==> src/rtl/rv_pkg.sv <==
// Shared ready-valid handshake types: initiator state encoding, the IDLE/COMPUTE/VALID
// controller encoding used by compute modules, and the transaction counter width.
package rv_pkg;

    localparam int unsigned TXN_COUNT_WIDTH = 16;

    typedef enum logic [1:0] {
        INIT_IDLE = 2'b00,
        INIT_SEND = 2'b01,
        INIT_WAIT = 2'b10,
        INIT_DONE = 2'b11
    } init_state_e;

    typedef enum logic [1:0] {
        CTL_IDLE    = 2'b00,
        CTL_COMPUTE = 2'b01,
        CTL_VALID   = 2'b10
    } ctl_state_e;

    // A channel transfers data in any cycle where both sides agree at the rising edge.
    function automatic logic fire(input logic valid, input logic ready);
        return valid & ready;
    endfunction

endpackage

==> src/rtl/rv_initiator_fsm.sv <==
// Next-state and control decode for the ready-valid initiator; the state register
// itself lives in the top level.
module rv_initiator_fsm
    import rv_pkg::*;
(
    input  init_state_e state,
    input  logic        cmd_valid,
    input  logic        req_ready,
    input  logic        resp_valid,
    input  logic        done_ready,
    input  logic        timeout_hit,
    output init_state_e next_state,
    output logic        cmd_ready_c,
    output logic        req_valid_c,
    output logic        resp_ready_c,
    output logic        done_valid_c,
    output logic        busy_c,
    output logic        cmd_fire_c,
    output logic        req_fire_c,
    output logic        resp_fire_c,
    output logic        done_fire_c
);

    // Control outputs depend on state only; fire strobes qualify the input with that decode.
    always_comb begin
        next_state   = state;
        cmd_ready_c  = 1'b0;
        req_valid_c  = 1'b0;
        resp_ready_c = 1'b0;
        done_valid_c = 1'b0;
        cmd_fire_c   = 1'b0;
        req_fire_c   = 1'b0;
        resp_fire_c  = 1'b0;
        done_fire_c  = 1'b0;
        busy_c       = (state != INIT_IDLE);

        case (state)
            INIT_IDLE: begin
                cmd_ready_c = 1'b1;
                cmd_fire_c  = fire(cmd_valid, 1'b1);
                if (cmd_valid) next_state = INIT_SEND;
            end
            INIT_SEND: begin
                req_valid_c = 1'b1;
                req_fire_c  = fire(1'b1, req_ready);
                if (req_ready) next_state = INIT_WAIT;
            end
            INIT_WAIT: begin
                resp_ready_c = 1'b1;
                resp_fire_c  = fire(resp_valid, 1'b1);
                if (resp_valid || timeout_hit) next_state = INIT_DONE;
            end
            INIT_DONE: begin
                done_valid_c = 1'b1;
                done_fire_c  = fire(1'b1, done_ready);
                if (done_ready) next_state = INIT_IDLE;
            end
            default: next_state = INIT_IDLE;
        endcase
    end

endmodule

==> src/rtl/rv_initiator.sv <==
// Ready-valid initiator: one command -> one request -> one response -> held done result.
// Optional WAIT timeout enabled by defining RV_INITIATOR_TIMEOUT_EN.
module rv_initiator
    import rv_pkg::*;
#(
    parameter int unsigned DATA_WIDTH     = 32,
    parameter int unsigned RESULT_WIDTH   = 32,
    parameter int unsigned TIMEOUT_CYCLES = 64
) (
    input  logic                       clk,
    input  logic                       reset,
    input  logic                       cmd_valid,
    output logic                       cmd_ready,
    input  logic [DATA_WIDTH-1:0]      cmd_data,
    output logic                       req_valid,
    input  logic                       req_ready,
    output logic [DATA_WIDTH-1:0]      req_data,
    input  logic                       resp_valid,
    output logic                       resp_ready,
    input  logic [RESULT_WIDTH-1:0]    resp_data,
    output logic                       done_valid,
    input  logic                       done_ready,
    output logic [RESULT_WIDTH-1:0]    done_data,
    output logic                       timeout,
    output logic [TXN_COUNT_WIDTH-1:0] txn_count,
    output logic                       busy
);

    if (TIMEOUT_CYCLES < 1) begin : g_bad_timeout
        $error("rv_initiator: TIMEOUT_CYCLES must be at least 1");
    end

    init_state_e state;
    init_state_e next_state;
    logic        cmd_fire;
    logic        req_fire;
    logic        resp_fire;
    logic        done_fire;
    logic        timeout_hit;

    always_ff @(posedge clk) begin
        if (reset) state <= INIT_IDLE;
        else       state <= next_state;
    end

    rv_initiator_fsm u_fsm (
        .state        (state),
        .cmd_valid    (cmd_valid),
        .req_ready    (req_ready),
        .resp_valid   (resp_valid),
        .done_ready   (done_ready),
        .timeout_hit  (timeout_hit),
        .next_state   (next_state),
        .cmd_ready_c  (cmd_ready),
        .req_valid_c  (req_valid),
        .resp_ready_c (resp_ready),
        .done_valid_c (done_valid),
        .busy_c       (busy),
        .cmd_fire_c   (cmd_fire),
        .req_fire_c   (req_fire),
        .resp_fire_c  (resp_fire),
        .done_fire_c  (done_fire)
    );

    // Request payload is captured once and held until the request handshake completes.
    always_ff @(posedge clk) begin
        if (reset)         req_data <= '0;
        else if (cmd_fire) req_data <= cmd_data;
    end

    // A real response takes priority over a timeout in the same cycle.
    always_ff @(posedge clk) begin
        if (reset) begin
            done_data <= '0;
            timeout   <= 1'b0;
        end else if (resp_fire) begin
            done_data <= resp_data;
            timeout   <= 1'b0;
        end else if (timeout_hit) begin
            done_data <= '0;
            timeout   <= 1'b1;
        end
    end

    always_ff @(posedge clk) begin
        if (reset)          txn_count <= '0;
        else if (done_fire) txn_count <= txn_count + TXN_COUNT_WIDTH'(1);
    end

`ifdef RV_INITIATOR_TIMEOUT_EN
    localparam int unsigned TO_CNT_W = (TIMEOUT_CYCLES > 1) ? $clog2(TIMEOUT_CYCLES) : 1;
    localparam logic [TO_CNT_W-1:0] TO_LIMIT = TO_CNT_W'(TIMEOUT_CYCLES - 1);

    logic [TO_CNT_W-1:0] wait_cnt;

    // Counts WAIT cycles; held at zero in every other state so WAIT entry starts clean.
    always_ff @(posedge clk) begin
        if (reset || (state != INIT_WAIT)) wait_cnt <= '0;
        else if (wait_cnt != TO_LIMIT)     wait_cnt <= wait_cnt + TO_CNT_W'(1);
    end

    assign timeout_hit = (state == INIT_WAIT) && (wait_cnt == TO_LIMIT);
`else
    assign timeout_hit = 1'b0;
`endif

endmodule

==> config.mk <==
export PLATFORM = sky130hd
export DESIGN_NAME = rv_initiator
export DESIGN_NICKNAME = d
export VERILOG_FILES = /design/src/rtl/rv_pkg.sv /design/src/rtl/rv_initiator_fsm.sv /design/src/rtl/rv_initiator.sv
export SDC_FILE = /design/constraint.sdc
export NUM_CORES = 1
export LEC_CHECK = 0
export CORE_MARGIN = 5
export CORE_UTILIZATION = 40
export DETAILED_ROUTE_END_ITERATION = 10
export GPL_TIMING_DRIVEN = 0
export PLACE_DENSITY = 0.8
export SLEW_MARGIN = 10
export SYNTH_ARGS = -nofsm -noshare
export SYNTH_HDL_FRONTEND = slang
export SYNTH_HIERARCHICAL = 1
export SYNTH_SLANG_ARGS = --single-unit
==> constraint.sdc <==
create_clock -name clk -period 2 [get_ports clk]
set_input_delay 0.4 -clock clk [delete_from_list [all_inputs] [get_ports clk]]
set_output_delay 0.4 -clock clk [all_outputs]
set_load 0.1 [all_outputs]
# ---- Word-level counts from Yosys, hierarchy flattened
# Cells that the tools add are included.
# W data, S select, Z words.
dict set report totals {
  reg_bits 82
  output_inout_bits 86
  in_bits 70
}
dict set report op_classes {
  reduce_logical 3
  add_sub_neg 1
  mux 12
  n_eq_ne 7
}
# operator n
set op_table {}
lappend op_table {{$add A16 B1 Y16 const B} 1}
lappend op_table {{$mux W2} 4}
lappend op_table {{$ne A2 B2 Y1 const B} 4}
lappend op_table {{$pmux W2 S4} 1}
lappend op_table {{$mux W1} 7}
lappend op_table {{$eq A2 B2 Y1 const B} 2}
lappend op_table {{$reduce_and A4 Y1} 1}
lappend op_table {{$eq A2 B1 Y1 const B} 1}
lappend op_table {{$logic_not A2 Y1} 1}
lappend op_table {{$reduce_bool A2 Y1} 1}

# ---- Longest topological paths before layout
# Gate-level depths: netlist (run 1).
dict set report depth {
  word_depth 3
  ltp_mapped 7
}

# ---- Cells and area by module
# Netlist (run 1), hierarchy kept.
# mod area_each_um2 cells_per_inst n_inst seq_area_each_um2
set modules_own_cells {}
lappend modules_own_cells {rv_initiator 3035.4 297 1 1641.6}
lappend modules_own_cells {rv_initiator_fsm 105.1 17 1 0.0}

# ---- Least setup slack after synthesis (run 1)
# No wires, ideal clock.
dict set report synth_timing {
  path_type {register to output}
  start {reg state[0]}
  end {out busy}
  arrival_time_ns 2.656
  slack_ns -1.056
  n_path_buf 1
  path_stages_with_launch 4
  required_time_ns 1.600
  cell_sequence {dfxtp_1 -> buf_6 -> nor2_1 -> inv_1}
}
dict set report synth_via {
  elab_chain_len 1
}
# element line
set synth_lines {}
lappend synth_lines {{from (decl)} rv_initiator.sv:33} ;# init_state_e state;
lappend synth_lines {{from (signal assigned)} rv_initiator.sv:43} ;# else state <= next_state;
lappend synth_lines {{$reduce_bool A2 Y1} rv_initiator_fsm.sv:35} ;# busy_c = (state != INIT_IDLE);
lappend synth_lines {{to (decl)} rv_initiator.sv:26} ;# output logic busy
# Every way passes these cells.

# ---- Worst setup path after layout (run 1)
dict set report layout_timing {
  start {reg req_data[9]}
  end {out req_data[9]}
}
# element line
set layout_rtl {}
lappend layout_rtl {{from (decl)} rv_initiator.sv:17} ;# output logic [DATA_WIDTH-1:0] req_data,
lappend layout_rtl {{from (signal assigned)} rv_initiator.sv:68} ;# else if (cmd_fire) req_data <= cmd_data;
# No word-level cell between the ends.

==> results of run 1 <==
-- where the power goes --
group          internal (uW)  switching, uW  total (uW)
clock                    989            575        1560
sequential              1700           34.2        1730
combinational            306            745        1050
-- stage by stage --
stage	TNS, ns	instance area, um2	hold slack (ns)	power (uW)
finish	0	5030	0.486	4350
global placement	-7.04	4830	0.471	2870
detailed placement	-7.86	4830	0.480	2880
floorplan	-20.12	3160	0.547	2540
CTS	0	5020	0.492	4390
global route	-0.0189	5030	0.517	4520
-- worst min-delay path by stage --
stage | startpoint | endpoint | slack [ns]
2_1_floorplan | resp_data[0] | done_data[0]$_SDFFE_PP0P_ | 0.55
3_3_place_gp | req_data[17]$_SDFFE_PP0P_ | req_data[17]$_SDFFE_PP0P_ | 0.47
3_5_place_dp | req_data[22]$_SDFFE_PP0P_ | req_data[22]$_SDFFE_PP0P_ | 0.48
4_1_cts | req_data[22]$_SDFFE_PP0P_ | req_data[22]$_SDFFE_PP0P_ | 0.49
5_1_grt | req_data[4]$_SDFFE_PP0P_ | req_data[4]$_SDFFE_PP0P_ | 0.52
6_report | req_data[22]$_SDFFE_PP0P_ | req_data[22]$_SDFFE_PP0P_ | 0.49
-- registers in the layout, indices dropped and copies added (netlist names) --
name / count
req_data: 32
done_data: 32
state: 2
txn_count: 16
-- routing by layer --
layer | vias up | GRT usage | wire length (um)
li1 | 1376 | - | -
met2 | 102 | 0.290 | 4000
met5 | - | 0 | 0
met1 | 1250 | 0.204 | 3640
met4 | 0 | 0.0641 | 161
met3 | 16 | 0.0609 | 652
-- cell type report --
cell class              instances  area share
clock inverters                 5      0.0249
repair buffers                155       0.288
plain buffers                  19      0.0189
inverters                       2     0.00149
multi-input cells             210       0.283
well taps                     102      0.0254
clock buffers                  11      0.0281
flip-flops and latches         82       0.330
-- timing repair --
action,4_1_cts,5_1_grt
setup endpoints to repair,85,60
resized for setup,111,46
hold buffers,0,0
pin swaps,0,1
setup buffers,0,1
-- placed cells by master, fill, tap and decap left out, drive strengths merged, types with 2 or more instances in the layout --
master	count
bufinv	4
xnor2	4
mux2	3
mux2i	65
buf	16
nor2	81
a21oi	2
clkbuf	27
inv	2
conb	2
and4	2
dlygate4sd2	40
nand2	6
clkdlybuf4s50	69
and2	4
dfxtp	82
clkdlybuf4s15	33
nor2b	8
nand4	6
and3	2
nor3	4
o21ai	2
xor2	6
nand3	5
-- worst reg2reg max path: cells and delay by family, from the launching register on --
kind	cells	cell delay, ns
xor+xnor	1	0.15
buf+inv	1	0.18
flops	1	0.44
simple gates	4	1.01
==> summary.txt, run 1 <==
Setup path
  • CP top delay family: buffers and inverters
  • Slowest cell on crit path: dlygate4sd2_1
  • Crit path buf inv count: 1
  • Worst R2R Path Depth: 6
  • RR Startpoint: state[1]$_SDFF_PP0_
  • Worst EP required: 1.60 ns
  • Worst r2r dst: txn_count[12]$_SDFFE_PP0P_
  • WP depth: 1
  • Crit path from: req_data[9]$_SDFFE_PP0P_
  • R2R Setup Slk: around 0.12 ns
  • Max incr delay on CP: between 0.8 and 0.9 ns
  • CP Capture Type: output pin
  • Largest fanout on the critical path: 2
  • Crit path cell chain: dlygate4sd2_1
  • CP Launch Type: flop
  • WP data arrival: roughly 1.6 ns
  • Worst Path Class, Setup: flop to output pin
  • Worst Setup EP: req_data[9]

Timing
  • Fmax: approximately 500 MHz
  • Fin Clk Skew: approximately 0.011 ns
  • Max-slew headroom: 0.341
  • PnR worst setup slack: ~0.045 ns
  • Fin. Hold Viols: 0
  • Slew Viols, Final: 0
  • Period Utilization, post-route: 0.977
  • Min Tclk post-route: around 2.0 ns
  • Setup Viol. Count Final: 0
  • Worst Max-Slew Pin Slew: 0.992 ns

Logic synthesis
  • Synth warn: 6
  • Synth Instances: around 310
  • Syn avg cell area: 10.0 um2
  • Post-Syn Area: about 3100 um2

Cells and area
  • Net count, final: 550
  • Antenna cells: 0
  • Register area: 1660 um2
  • Area occupied by multi-input gates: between 1000 and 1500 um2
  • Area Growth Syn to Fin: 60.3%
  • Layout cells sized above 1: 0.147
  • Fill cells: between 600 and 700
  • Final design utilization: 0.654
  • Fin cells: 586

Global routing
  • Vias in the first global route: between 2000 and 3000
  • Largest net degree at the start of global routing: 14
  • Total global-route track usage: 0.173
  • Grt ovf: 0
  • First-pass GRT wire length: roughly 14 mm
  • Initial antenna violation count: 0

Pwr
  • PD cells: just under 900 nW/um2
  • Leakage: roughly 0.0022 uW
  • Maximum vdd drop: between 0.3 and 0.4 mV

Floorplan
  • DIE AREA: 9710 um2
  • Starting Density: 0.408
  • FP Rows: 32
  • Core area: 7690 um2
  • Die Y: just under 100 um
  • Die X-Extent: about 100 um
  • Io pins: around 160

Place
  • Port buffer count: 154
  • Dpl ws: -0.321 ns
  • Post-Place Cells: 570
  • GPL Wtd Cong: 0.751
  • Post-DP HPWL: 6.48 mm

Clocking
  • Htree depth: 3
  • Clock root cell: clkbuf_8
  • Clk_lat worst skew: ~0.35 ns
  • CTS Buf Count: 9
  • Clock transition at path regs: around 0.080 ns
  • Num Clock Sinks: 82
  • CTS tree: yes
  • Longest Clk Path Bufs: 2

Hold path
  • Hold depth: 2
  • Hold Path Class: flop to flop

Job
  • Max Cap Viol: 0

Drt
  • Residual DRC count: 0
  • DRT antenna net count: 0
  • Vias per cell: ~4.7
  • Initial DRC Count: between 50 and 60
  • Detailed Routing Iterations Pass 1: 4
  • Wirelength per Cell: about 14 um
  • Total Wirelength: 8.45 mm
  • DR vias: between 2000 and 3000

Run status
  • Status: complete, no violations
No activity file was read; power rests on OpenSTA's default activity.
==> run 2: changes to the inputs <==
--- a/config.mk
+++ b/config.mk
@@ -7,6 +7,7 @@
 export LEC_CHECK = 0
 export CORE_MARGIN = 5
 export CORE_UTILIZATION = 40
+export CTS_BUF_LIST = sky130_fd_sc_hd__clkbuf_8
 export DETAILED_ROUTE_END_ITERATION = 10
 export GPL_TIMING_DRIVEN = 0
 export PLACE_DENSITY = 0.8
==> run 2 against run 1 <==
Against the previous run: first-iteration DRC count is the same; global-route usage did not move; critical endpoint unchanged; routed wire length unchanged; sequential share of layout area is the same; register-to-register slack about the same; combinational power is essentially flat; via count is the same; worst setup slack barely moved; worst hold slack unchanged; highest routed layer unchanged.
==> summary.txt, run 2 (synthesized netlist as in run 1, its figures left out) <==
Setup path
  • R2R Setup Slk: 0.12 ns (about the same)
  • Crit path buf inv count: 1 (unchanged)
  • CP Launch Type: flop (unchanged)
  • CP top delay family: buffers and inverters (unchanged)
  • Crit path cell chain: dlygate4sd2_1 (unchanged)
  • Worst Path Class, Setup: flop to output pin (unchanged)
  • WP data arrival: 1.55 ns (about the same)
  • Worst EP required: 1.60 ns (about the same)
  • Worst R2R Path Depth: 6 (unchanged)
  • Largest fanout on the critical path: 2 (unchanged)
  • RR Startpoint: state[1]$_SDFF_PP0_ (unchanged)
  • Max incr delay on CP: 0.87 ns (about the same)
  • Worst r2r dst: txn_count[12]$_SDFFE_PP0P_ (unchanged)
  • CP Capture Type: output pin (unchanged)
  • Slowest cell on crit path: dlygate4sd2_1 (unchanged)

Timing
  • Min Tclk post-route: 1.95 ns (about the same)
  • Setup TNS: 0 ns (unchanged)
  • Period Utilization, post-route: 0.977 (about the same)
  • Fin. Hold Viols: 0 (unchanged)
  • Worst Max-Slew Pin Slew: 0.992 ns (unchanged)
  • Fmax: 512 MHz (unchanged)
  • Max-slew headroom: 0.341 (unchanged)
  • Setup Viol. Count Final: 0 (unchanged)
  • Fin Clk Skew: 0.0116 ns (was 0.0113 ns)
  • Slew Viols, Final: 0 (unchanged)

Global routing
  • Grt ovf: 0 (unchanged)
  • Vias in the first global route: 2789 (unchanged)
  • Largest net degree at the start of global routing: 14 (unchanged)
  • Initial antenna violation count: 0 (unchanged)
  • Total global-route track usage: 0.173 (unchanged)
  • First-pass GRT wire length: 13.5 mm (unchanged)

Clocking
  • CTS tree: yes (unchanged)
  • CTS Buf Count: 9 (unchanged)
  • Htree depth: 3 (unchanged)
  • Longest Clk Path Bufs: 2 (unchanged)
  • Num Clock Sinks: 82 (unchanged)
  • Cts hold-fix bufs: 0 (unchanged)
  • Clock root cell: clkbuf_8 (unchanged)
  • Clock transition at path regs: 0.08 ns (about the same)
  • Clk_lat worst skew: 0.35 ns (about the same)

Drt
  • Wirelength per Cell: 14.4 um (unchanged)
  • DR vias: 2744 (unchanged)
  • Vias per cell: 4.68 (unchanged)
  • Detailed Routing Iterations Pass 1: 4 (unchanged)
  • DRT antenna net count: 0 (unchanged)
  • Total Wirelength: 8.45 mm (unchanged)
  • Residual DRC count: 0 (unchanged)
  • Initial DRC Count: 54 (unchanged)

Job
  • Max Cap Viol: 0 (unchanged)

Cells and area
  • Most common cell after layout, fill and taps aside: nor2_1 (unchanged)
  • Layout cells sized above 1: 0.147 (unchanged)
  • Most frequent cells in the layout: nor2_1, dfxtp_1, clkdlybuf4s50_1 (unchanged)
  • Area Growth Syn to Fin: 60.3% (unchanged)
  • Area occupied by multi-input gates: 1420 um2 (unchanged)
  • Post-route cell area: 5030 um2 (unchanged)
  • Fill cells: 665 (unchanged)
  • Largest regs: done_data x32, req_data x32, txn_count x16 (unchanged)
  • Antenna cells: 0 (unchanged)
  • Register area: 1660 um2 (unchanged)
  • Net count, final: 550 (unchanged)

Place
  • Port buffer count: 154 (unchanged)
  • GPL Wtd Cong: 0.751 (unchanged)
  • Placed Instance Area: 4830 um2 (unchanged)
  • Post-DP HPWL: 6.48 mm (unchanged)

Pwr
  • Maximum vdd drop: 0.379 mV (unchanged)
  • PD cells: 864 nW/um2 (was 865 nW/um2)
  • Pwr Total: 4340 uW (was 4350 uW)
  • Leakage: 0.00218 uW (about the same)

Hold path
  • Hold EP: req_data[22]$_SDFFE_PP0P_ (unchanged)
  • Hold Startpoint: req_data[22]$_SDFFE_PP0P_ (unchanged)
  • Hold Path Class: flop to flop (unchanged)
  • Hold depth: 2 (unchanged)

Run status
  • Status: complete, no violations (unchanged)

Floorplan
  • Core area: 7690 um2 (unchanged)
  • Die X-Extent: 98.6 um (unchanged)
  • Io pins: 156 (unchanged)
  • Die Y: 98.6 um (unchanged)
  • DIE AREA: 9710 um2 (unchanged)
  • FP Rows: 32 (unchanged)
  • Starting Density: 0.408 (unchanged)
run 2: report_power, final:
group	total [uW]	internal, uW	switching, uW
clock network	1560	984	576
logic	1050	306	745
registers	1730	1700	34.2
total	4340	2990	1360
run 2: stage by stage:
stage	cells	util	worst slack, ns	hold WS [ns]
global placement	570	0.628	-0.295	0.471
CTS	586	0.653	0.00268	0.492
finish	586	0.654	0.0451	0.486
global route	586	0.654	-0.0189	0.517
floorplan	314	-	-0.350	0.547
detailed placement	570	0.628	-0.321	0.480
run 2: repair_timing:
action	CTS	global route
pin swaps	0	1
gates resized for setup	111	46
buffers inserted	0	1
endpoints found under the setup margin	85	60
run 2: how the worst max path moves through the flow:
stage	depth (start not counted)	end	startpoint
floorplan	3	busy	state[0]$_SDFF_PP0_
global placement	5	req_data[6]$_SDFFE_PP0P_	reset
detailed placement	5	req_data[5]$_SDFFE_PP0P_	reset
CTS	1	txn_count[5]	txn_count[5]$_SDFFE_PP0P_
global route	7	txn_count[12]$_SDFFE_PP0P_	done_ready
finish	1	req_data[9]	req_data[9]$_SDFFE_PP0P_
run 2: final cells by class:
| cell class | count | share of cell area |
|---|---|---|
| inverter | 2 | 0.00149 |
| sequential | 82 | 0.330 |
| tap | 102 | 0.0254 |
| buffer | 19 | 0.0189 |
| clock inverter | 6 | 0.0256 |
| timing repair buffer | 155 | 0.288 |
| multi-input combinational | 210 | 0.283 |
| clock buffer | 10 | 0.0274 |
run 2: worst reg2reg max path: stages (launching register included):
cell and delay, ns:
dfxtp_1 0.44, and3_1 0.20, buf_4 0.18, nand4_1 0.12
or4_4 0.56, xnor2_1 0.15, nor2b_1 0.13
run 2: metal layers:
metal / routed length, um / vias to the layer above / GRT usage
met3: 652 / 16 / 0.0609
met2: 4000 / 102 / 0.290
met5: 0 / - / 0
met1: 3640 / 1250 / 0.204
met4: 161 / 0 / 0.0641
li1: - / 1376 / -
==> run 3: changes to the inputs <==
--- a/config.mk
+++ b/config.mk
@@ -16,3 +16,4 @@
 export SYNTH_HDL_FRONTEND = slang
 export SYNTH_HIERARCHICAL = 1
 export SYNTH_SLANG_ARGS = --single-unit
+export TNS_END_PERCENT = 50
==> run 3 against run 2 <==
Against the previous run: die area did not move; global-route usage fell by 0.11 points; cell area fell by 0.62%; sequential share of layout area barely moved; worst hold slack improved by 0.0019 ns; combinational power barely moved; power fell by 6.9%; clock power fell by 19%; sequential power barely moved; non-clock buffer count rose by 2; critical path type unchanged; largest power group unchanged.
==> summary.txt, run 3 (synthesized netlist as in run 1, its figures left out) <==
Setup path
  • Worst EP required: 1.60 ns (about the same)
  • Crit path buf inv count: 1 (unchanged)
  • Worst Path Class, Setup: flop to output pin (unchanged)
  • Largest fanout on the critical path: 4 (was 2)
  • WP data arrival: 1.56 ns (was 1.55 ns)
  • Max incr delay on CP: 0.87 ns (about the same)
  • CP top delay family: buffers and inverters (unchanged)
  • CP Launch Type: flop (unchanged)
  • Slowest cell on crit path: clkdlybuf4s15_1 (was dlygate4sd2_1)
  • Crit path cell chain: clkdlybuf4s15_1 (was dlygate4sd2_1)
  • CP Capture Type: output pin (unchanged)

Global routing
  • Largest net degree at the start of global routing: 14 (unchanged)
  • First-pass GRT wire length: 13.6 mm (was 13.5 mm)
  • Total global-route track usage: 0.172 (was 0.173)
  • Grt ovf: 0 (unchanged)
  • Initial antenna violation count: 0 (unchanged)
  • Vias in the first global route: 2744 (was 2789)

Pwr
  • Leakage: 0.00221 uW (was 0.00218 uW)
  • Maximum vdd drop: 0.414 mV (was 0.379 mV)
  • PD cells: 810 nW/um2 (was 864 nW/um2)

Cells and area
  • Register area: 1650 um2 (was 1660 um2)
  • Most common cell after layout, fill and taps aside: nor2_1 (unchanged)
  • Most frequent cells in the layout: nor2_1, dfxtp_1, clkdlybuf4s50_1 (unchanged)
  • Layout cells sized above 1: 0.126 (was 0.147)
  • Area occupied by multi-input gates: 1420 um2 (about the same)
  • Area Growth Syn to Fin: 59.3% (was 60.3%)
  • Antenna cells: 0 (unchanged)
  • Post-route cell area: 5000 um2 (was 5030 um2)
  • Largest regs: done_data x32, req_data x32, txn_count x16 (unchanged)
  • Fill cells: 633 (was 665)
  • Net count, final: 552 (was 550)

Timing
  • Fin Clk Skew: 0.0105 ns (was 0.0116 ns)
  • Min Tclk post-route: 1.96 ns (was 1.95 ns)
  • Setup TNS: 0 ns (unchanged)
  • Setup Viol. Count Final: 0 (unchanged)
  • Worst Max-Slew Pin Slew: 0.991 ns (was 0.992 ns)
  • Slew Viols, Final: 0 (unchanged)
  • Max-slew headroom: 0.342 (was 0.341)
  • Fin. Hold Viols: 0 (unchanged)
  • Fmax: 509 MHz (was 512 MHz)
  • Period Utilization, post-route: 0.982 (was 0.977)

Place
  • Post-DP HPWL: 6.38 mm (was 6.48 mm)
  • GPL Wtd Cong: 0.794 (was 0.751)
  • Placed Instance Area: 4820 um2 (was 4830 um2)
  • Port buffer count: 154 (unchanged)

Clocking
  • Clk_lat worst skew: 0.33 ns (was 0.35 ns)
  • Num Clock Sinks: 82 (unchanged)
  • CTS tree: yes (unchanged)
  • CTS Buf Count: 9 (unchanged)
  • Longest Clk Path Bufs: 2 (unchanged)
  • Clock root cell: clkbuf_8 (unchanged)
  • Clock transition at path regs: 0.08 ns (about the same)
  • Htree depth: 3 (unchanged)

Drt
  • DRT antenna net count: 0 (unchanged)
  • DR vias: 2744 (unchanged)
  • Vias per cell: 4.67 (was 4.68)
  • Residual DRC count: 0 (unchanged)
  • Detailed Routing Iterations Pass 1: 4 (unchanged)
  • Wirelength per Cell: 14.2 um (was 14.4 um)
  • Total Wirelength: 8.32 mm (was 8.45 mm)
  • Initial DRC Count: 74 (was 54)

Floorplan
  • FP Rows: 32 (unchanged)
  • DIE AREA: 9710 um2 (unchanged)
  • Die X-Extent: 98.6 um (unchanged)
  • Starting Density: 0.408 (unchanged)
  • Core area: 7690 um2 (unchanged)
  • Io pins: 156 (unchanged)
  • Die Y: 98.6 um (unchanged)

Run status
  • Status: complete, no violations (unchanged)

Hold path
  • Hold Path Class: flop to flop (unchanged)

Job
  • Max Cap Viol: 0 (unchanged)
==> run 3: repair_timing <==
action                                  4_1_cts  5_1_grt
gates resized for setup                     118       19
hold buffers                                  0        0
endpoints found under the setup margin       85       51
setup buffers                                 0        3
pin swaps                                     0        2
==> run 3: routing by layer <==
layer	wire, um	vias up	GRT usage
li1	-	1373	-
met2	3910	98	0.276
met5	0	-	0
met1	3750	1261	0.221
met4	166	0	0.0704
met3	484	12	0.0439
==> run 3: final cells by class <==
class | count | share of cell area
timing repair buffer | 157 | 0.299
multi-input combinational | 210 | 0.284
clock inverter | 6 | 0.0165
tap | 102 | 0.0255
sequential | 82 | 0.329
clock buffer | 9 | 0.0248
buffer | 19 | 0.0198
inverter | 2 | 0.00150
==> run 3: worst paths after layout <==
check	slack (ns)	from	cells past startpoint	end
setup / recovery	0.04	txn_count[14]$_SDFFE_PP0P_	1	txn_count[14]
hold / removal	0.49	done_data[31]$_SDFFE_PP0P_	2	done_data[31]$_SDFFE_PP0P_
setup reg to reg	0.14	state[0]$_SDFF_PP0_	7	txn_count[12]$_SDFFE_PP0P_
hold reg to reg	0.49	done_data[31]$_SDFFE_PP0P_	2	done_data[31]$_SDFFE_PP0P_
==> run 3: power by group <==
group          internal (uW)  total [uW]  switching (uW)  leakage [uW]
combinational            304        1050             748       0.00143
clock                    693        1260             567      0.000111
sequential              1700        1730            33.1      0.000668
==> run 3: worst register-to-register path, delay by kind of cell (launching register included) <==
family / cells / cell delay [ns]
flip-flops: 1 / 0.34
XOR/XNOR: 1 / 0.13
AND/OR/NAND/NOR: 4 / 1.03
buffers and inverters: 2 / 0.25
==> run 3: per-stage QoR <==
| stage | hold slack, ns | std cells | utilization | power (uW) | setup WS, ns |
|---|---|---|---|---|---|
| floorplan | 0.547 | 314 | - | 2540 | -0.350 |
| global placement | 0.471 | 570 | 0.627 | 2860 | -0.289 |
| detailed placement | 0.479 | 570 | 0.627 | 2880 | -0.326 |
| CTS | 0.495 | 585 | 0.645 | 4090 | -0.234 |
| global route | 0.526 | 587 | 0.650 | 4210 | -0.00146 |
| finish | 0.488 | 587 | 0.650 | 4050 | 0.0369 |
